## config.mk

```make
export PLATFORM = sky130hd
export DESIGN_NAME = hwag_ign_sched
export DESIGN_NICKNAME = d
export VERILOG_FILES = /design/src/rtl/hwag_ign_sched.sv
export SDC_FILE = /design/constraint.sdc
export NUM_CORES = 1
export LEC_CHECK = 0
export ABC_AREA = 1
export BUFFER_PORTS_ARGS = -buffer_cell sky130_fd_sc_hd__buf_4
export CORE_AREA = 5 5 319 196
export CTS_BUF_LIST = sky130_fd_sc_hd__clkbuf_4 sky130_fd_sc_hd__clkbuf_8 sky130_fd_sc_hd__clkbuf_16
export CTS_CLUSTER_SIZE = 16
export DETAILED_ROUTE_END_ITERATION = 16
export DIE_AREA = 0 0 324 201
export GPL_TIMING_DRIVEN = 0
export PLACE_DENSITY = 0.45
export SLEW_MARGIN = 25
export SYNTH_ARGS = -nofsm -noshare
export SYNTH_HDL_FRONTEND = slang
export SYNTH_SLANG_ARGS = --single-unit
```

## constraint.sdc

```tcl
create_clock -name clk -period 15.65 [get_ports clk]
set_input_delay 3.13 -clock clk [delete_from_list [all_inputs] [get_ports clk]]
set_output_delay 3.13 -clock clk [all_outputs]
set_load 0.1 [all_outputs]
```

## src/rtl/hwag_ign_sched.sv

```systemverilog
`default_nettype none
// ============================================================================
// Module   : hwag_ign_sched
// Brief    : Angle-driven ignition channel scheduler with atomic set/reset
//            angle commit at the 720-degree wrap.
// Revision : 1.0
// ============================================================================
module hwag_ign_sched #(
  parameter int CH        = 4,
  parameter int AW        = 24,
  parameter int ANGLE_TOP = 7679
) (
  input  logic                  clk,
  input  logic                  rst,
  input  logic                  hwag_start,
  input  logic [AW-1:0]         angle,
  input  logic                  wr_en,
  input  logic [$clog2(CH)-1:0] wr_addr,
  input  logic                  wr_sel,
  input  logic [AW-1:0]         wr_data,
  output logic                  wr_err,
  input  logic                  commit_req,
  output logic                  commit_pending,
  output logic                  commit_ack,
  output logic [CH-1:0]         ch_out
);

  localparam int            C_AIW       = $clog2(CH);
  localparam logic [AW-1:0] C_ANGLE_TOP = AW'(ANGLE_TOP);

  typedef enum logic [0:0] {
    CM_IDLE = 1'b0,
    CM_PEND = 1'b1
  } commit_state_t;

  typedef enum logic [0:0] {
    CH_OFF = 1'b0,
    CH_ON  = 1'b1
  } ch_state_t;

  logic [AW-1:0] r_angle_q;
  commit_state_t r_cm_state;
  logic          r_commit_pending;
  logic          r_commit_ack;
  logic          r_wr_err;
  logic          w_wrap;
  logic          w_xfer;
  logic          w_wr_ok;

  assign w_wrap  = hwag_start & (r_angle_q == C_ANGLE_TOP) & (angle == '0);
  assign w_xfer  = (r_cm_state == CM_PEND) & (w_wrap | ~hwag_start);
  assign w_wr_ok = (wr_data <= C_ANGLE_TOP) && (32'(wr_addr) < 32'(CH));

  always_ff @(posedge clk or posedge rst) begin
    if (rst) begin
      r_angle_q <= '0;
      r_wr_err  <= 1'b0;
    end else begin
      r_angle_q <= angle;
      r_wr_err  <= wr_en & ~w_wr_ok;
    end
  end

  // Commit handshake; a request seen while pending is simply absorbed.
  always_ff @(posedge clk or posedge rst) begin
    if (rst) begin
      r_cm_state       <= CM_IDLE;
      r_commit_pending <= 1'b0;
      r_commit_ack     <= 1'b0;
    end else begin
      r_commit_ack <= 1'b0;
      unique case (r_cm_state)
        CM_IDLE: begin
          if (commit_req) begin
            r_cm_state       <= CM_PEND;
            r_commit_pending <= 1'b1;
          end
        end
        CM_PEND: begin
          if (w_xfer) begin
            r_cm_state       <= CM_IDLE;
            r_commit_pending <= 1'b0;
            r_commit_ack     <= 1'b1;
          end
        end
        default: begin
          r_cm_state       <= CM_IDLE;
          r_commit_pending <= 1'b0;
        end
      endcase
    end
  end

  assign wr_err         = r_wr_err;
  assign commit_pending = r_commit_pending;
  assign commit_ack     = r_commit_ack;

  for (genvar g = 0; g < CH; g++) begin : g_ch
    logic [AW-1:0] r_sh_set;
    logic [AW-1:0] r_sh_rst;
    logic [AW-1:0] r_act_set;
    logic [AW-1:0] r_act_rst;
    ch_state_t     r_state;
    logic          w_wr_here;
    logic          w_hit_set;
    logic          w_hit_rst;

    assign w_wr_here = wr_en & w_wr_ok & (wr_addr == C_AIW'(g));
    // Equal set/reset angles disable the channel entirely.
    assign w_hit_set = hwag_start & (angle == r_act_set) & (r_act_set != r_act_rst);
    assign w_hit_rst = hwag_start & (angle == r_act_rst);

    always_ff @(posedge clk or posedge rst) begin
      if (rst) begin
        r_sh_set <= '0;
        r_sh_rst <= '0;
      end else if (w_wr_here) begin
        if (wr_sel) r_sh_rst <= wr_data;
        else        r_sh_set <= wr_data;
      end
    end

    // Transfer samples the shadow before any same-edge write lands.
    always_ff @(posedge clk or posedge rst) begin
      if (rst) begin
        r_act_set <= '0;
        r_act_rst <= '0;
      end else if (w_xfer) begin
        r_act_set <= r_sh_set;
        r_act_rst <= r_sh_rst;
      end
    end

    always_ff @(posedge clk or posedge rst) begin
      if (rst) begin
        r_state <= CH_OFF;
      end else if (!hwag_start) begin
        r_state <= CH_OFF;
      end else begin
        unique case (r_state)
          CH_OFF:  if (w_hit_set && !w_hit_rst) r_state <= CH_ON;
          CH_ON:   if (w_hit_rst) r_state <= CH_OFF;
          default: r_state <= CH_OFF;
        endcase
      end
    end

    assign ch_out[g] = (r_state == CH_ON);
  end

endmodule
`default_nettype wire

```

==> out/qor.csv <==
stage,metric,value,unit
setup_path,CP Cell Sequence,buf_4 -> buf_2 -> inv_2 -> nand4_1 -> nor2_1 -> nand2_1 -> nor2_1 -> nand2_1 -> nand2_2 -> buf_4 -> buf_4 -> nand3_1 -> nand2_1,
logic_synthesis,Post-synth EDFFs,0,
setup_path,worst-path maximum fanout,10,
setup_path,Startpoint Class,input port,
detailed_routing,Post-Route WL,62200,um
die,# rows,70,
timing,skew final,19.1,ps
power_and_ir_drop,P_leak,12.1,nW
logic_synthesis,Mapped Area,0.0199,mm2
detailed_routing,Vias/cell,4.58,
setup_path,Crit Path Class,input port to flop,
finish,fill count,6157,
run_status,outcome,"finished, final reports clean",
clocking,deepest clock path buffer count,3,
timing,Max Fclk,206,MHz
hold_path,hold_sp,commit_pending,
finish,synth-to-layout area growth,15.7,%
detailed_routing,drt first pass iters,6,
global_routing,final global-route overflow total,0,
finish,Finished Layout Cells,3475,
logic_synthesis,most area-hungry cell type in the Yosys netlist,dfrtp_1,
clocking,clock buffer count from CTS,43,
power_and_ir_drop,P per Cell Area,118,mW/mm2
detailed_routing,highest metal used,met4,
clocking,clock-pin slew on the worst setup and hold paths,70,ps
place,dpl cells,3394,
timing,# setup viols final,0,
setup_path,Crit path arrival time,5350,ps
power_and_ir_drop,switching share of power,0.286,
timing,Final min period,4870,ps
finish,layout cell share with drive strength beyond 1,0.101,
timing,period utilization,0.311,
global_routing,largest net degree at the start of global routing,96,
setup_path,Crit. Startpoint,angle[0],
die,die area,0.0651,mm2
clocking,clock sinks,416,
place,post-detail-place hpwl,47500,um
power_and_ir_drop,VDD IR max,0.0581,mV
timing,unrepaired setup endpoints after global routing,no,
logic_synthesis,Syn Nets,2591,
detailed_routing,# DRC,0,
die,Initial Util,0.334,
timing,Final Hold Fails,0,
setup_path,reg2reg end,g_ch[3].r_act_set[2],
power_and_ir_drop,Sw Pwr,0.779,mW
clocking,Root Driver,clkbuf_16,
setup_path,Reg2Reg Depth,5,
place,count of input and output buffers,62,
clocking,post-cts resize count,0,
logic_synthesis,library cells used by synthesis,24,
logic_synthesis,register area share after synthesis,0.522,
clocking,htree depth,2,
detailed_routing,met3 WL post-DR,3780,um
setup_path,worst stage delay on the critical path,370,ps
logic_synthesis,Synth Register Bits,416,
power_and_ir_drop,clock power share,0.411,
global_routing,GR Util All Layers,0.192,
setup_path,Worst path slowest cell,nor2_1,
power_and_ir_drop,register share of total power,0.446,
detailed_routing,1st-iter DRT viols,1228,
detailed_routing,vias,15900,
logic_synthesis,Ys Warns,0,
die,Die Y,201,um
finish,# nets final,2703,
hold_path,Worst Hold Class,flop to flop,
die,die width,324,um
setup_path,crit end category,flop,
global_routing,initial antenna violation count,0,
logic_synthesis,top area cells in the synthesized netlist,"dfrtp_1, nand2_1, nor2_1",
logic_synthesis,Synth async-reset ratio,1.00,
logic_synthesis,Synth Flop Type,dfrtp_1,
power_and_ir_drop,combinational share of power,0.143,
detailed_routing,drt wl/cell,17.9,um
clocking,CTS tree,yes,
setup_path,r2r setup slk,13340,ps
timing,Worst-Margin Slew,1000,ps
detailed_routing,Routed Antenna Nets,0,
hold_path,WHS Path Cells,2,
flow_run,Max Cap Violations,0,
detailed_routing,M1 wire length,34700,um
logic_synthesis,post-synth top area share,0.522,
timing,relative slew slack,0.330,
clocking,Worst-Skew Late Latency,570,ps
place,routability congestion estimate,0.812,
clocking,Post CTS Setup Buffer Count,0,
timing,fin. max-slew vios,0,
hold_path,hold worst-path end,commit_pending,
logic_synthesis,post-synthesis instance total,2535,
timing,WHS,484,ps
die,Core ar.,0.0597,mm2
setup_path,R2R Path Start,r_cm_state,
detailed_routing,WL met2,22900,um
die,IO Pins,63,
logic_synthesis,Mapped Avg Cell Area,7.87,um2
clocking,Post-CTS Hold Buffers,0,
setup_path,Critical Path RT,16140,ps
power_and_ir_drop,Internal,1.94,mW
global_routing,number of global-route vias before repair,15200,
global_routing,first-pass GRT wire length,95500,um
[registers in the layout (all words and copies together) (netlist names)]
register        cells
r_cm_state          1
g_ch.r_act_set     96
commit_ack          1
g_ch.r_state        4
g_ch.r_sh_set      96
r_angle_q          24
g_ch.r_sh_rst      96
commit_pending      1
g_ch.r_act_rst     96
wr_err              1
[power by group through the flow]
stage	Clock (mW)	Sequential, mW	Combinational, mW
final	1.12	1.21	0.391
after global placement	0	1.23	0.383
after floorplan	0	1.22	0.267
after CTS	1.15	1.21	0.394
after detailed placement	0	1.23	0.392
after global routing	1.19	1.22	0.442
[kinds of logic after synthesis]
family,count (synthesis),synth area share
simple gates,1468,0.293
flops,416,0.522
buf+inv,376,0.0856
xor+xnor,162,0.0711
compound gates,113,0.0284
[worst max-delay path: cells and delay by family]
kind	cells	cell delay (ps)
and+or+nand+nor	8	1180
buffers and inverters	5	1040
[cell usage after synthesis, types with 21 or more instances]
master / instances
o21ai_0: 67
inv_2: 21
buf_2: 37
xnor2_1: 43
dfrtp_1: 416
buf_4: 32
nand3_1: 207
clkbuf_1: 29
xor2_1: 119
nor2_1: 278
o21ai_1: 38
nand2_1: 953
inv_1: 238
[metal layers]
metal	GRT usage	vias to the layer above
met3	0.0367	48
li1	-	7920
met4	0.0306	0
met1	0.327	7637
met5	0	-
met2	0.249	312
[area by class of cell]
cell class	count	area [um2]	share of cell area
plain buffers	116	729	0.0316
multi-input cells	1743	7830	0.339
flip-flops and latches	416	10400	0.451
clock inverters	12	166	0.00721
diodes	2	5.00	0.000217
well taps	792	991	0.0429
clock buffers	67	1360	0.0589
inverters	260	986	0.0427
repair buffers	67	603	0.0261
[metrics by stage]
step | TNS (ps) | utilization | cell area [um2] | power [mW] | setup WS (ps)
global route | 0 | 0.386 | 23100 | 2.86 | 10610
floorplan | 0 | - | 19900 | 1.48 | 942
detailed placement | 0 | 0.361 | 21500 | 1.62 | 10280
global placement | -1739660 | 0.358 | 21400 | 1.62 | -4220
finish | 0 | 0.386 | 23100 | 2.72 | 10780
CTS | 0 | 0.386 | 23100 | 2.76 | 10880
[how the worst max path moves through the flow]
stage	slack [ps]	to	cells after the start
after CTS	10880	g_ch[2].r_act_set[18]	13
after global routing	10610	g_ch[1].r_act_rst[3]	13
after global placement	-4220	g_ch[0].r_sh_set[18]	2
after detailed placement	10280	g_ch[2].r_act_set[18]	13
after floorplan	940	commit_ack	1
final	10780	g_ch[2].r_act_set[16]	13
[cell usage in the layout (no fill, tap or decap), types with 10 or more instances in the layout]
cell,n
xor2_1,119
nor2_1,278
dfrtp_1,416
buf_2,37
nand3_1,207
clkbuf_8,11
clkbuf_1,29
nand2_1,953
o21ai_1,38
buf_4,94
inv_2,21
clkbuf_16,45
xnor2_1,43
o21ai_0,67
buf_6,17
nand4_1,10
inv_1,237
clkbuf_4,11
No activity file was read; power rests on OpenSTA's default activity.
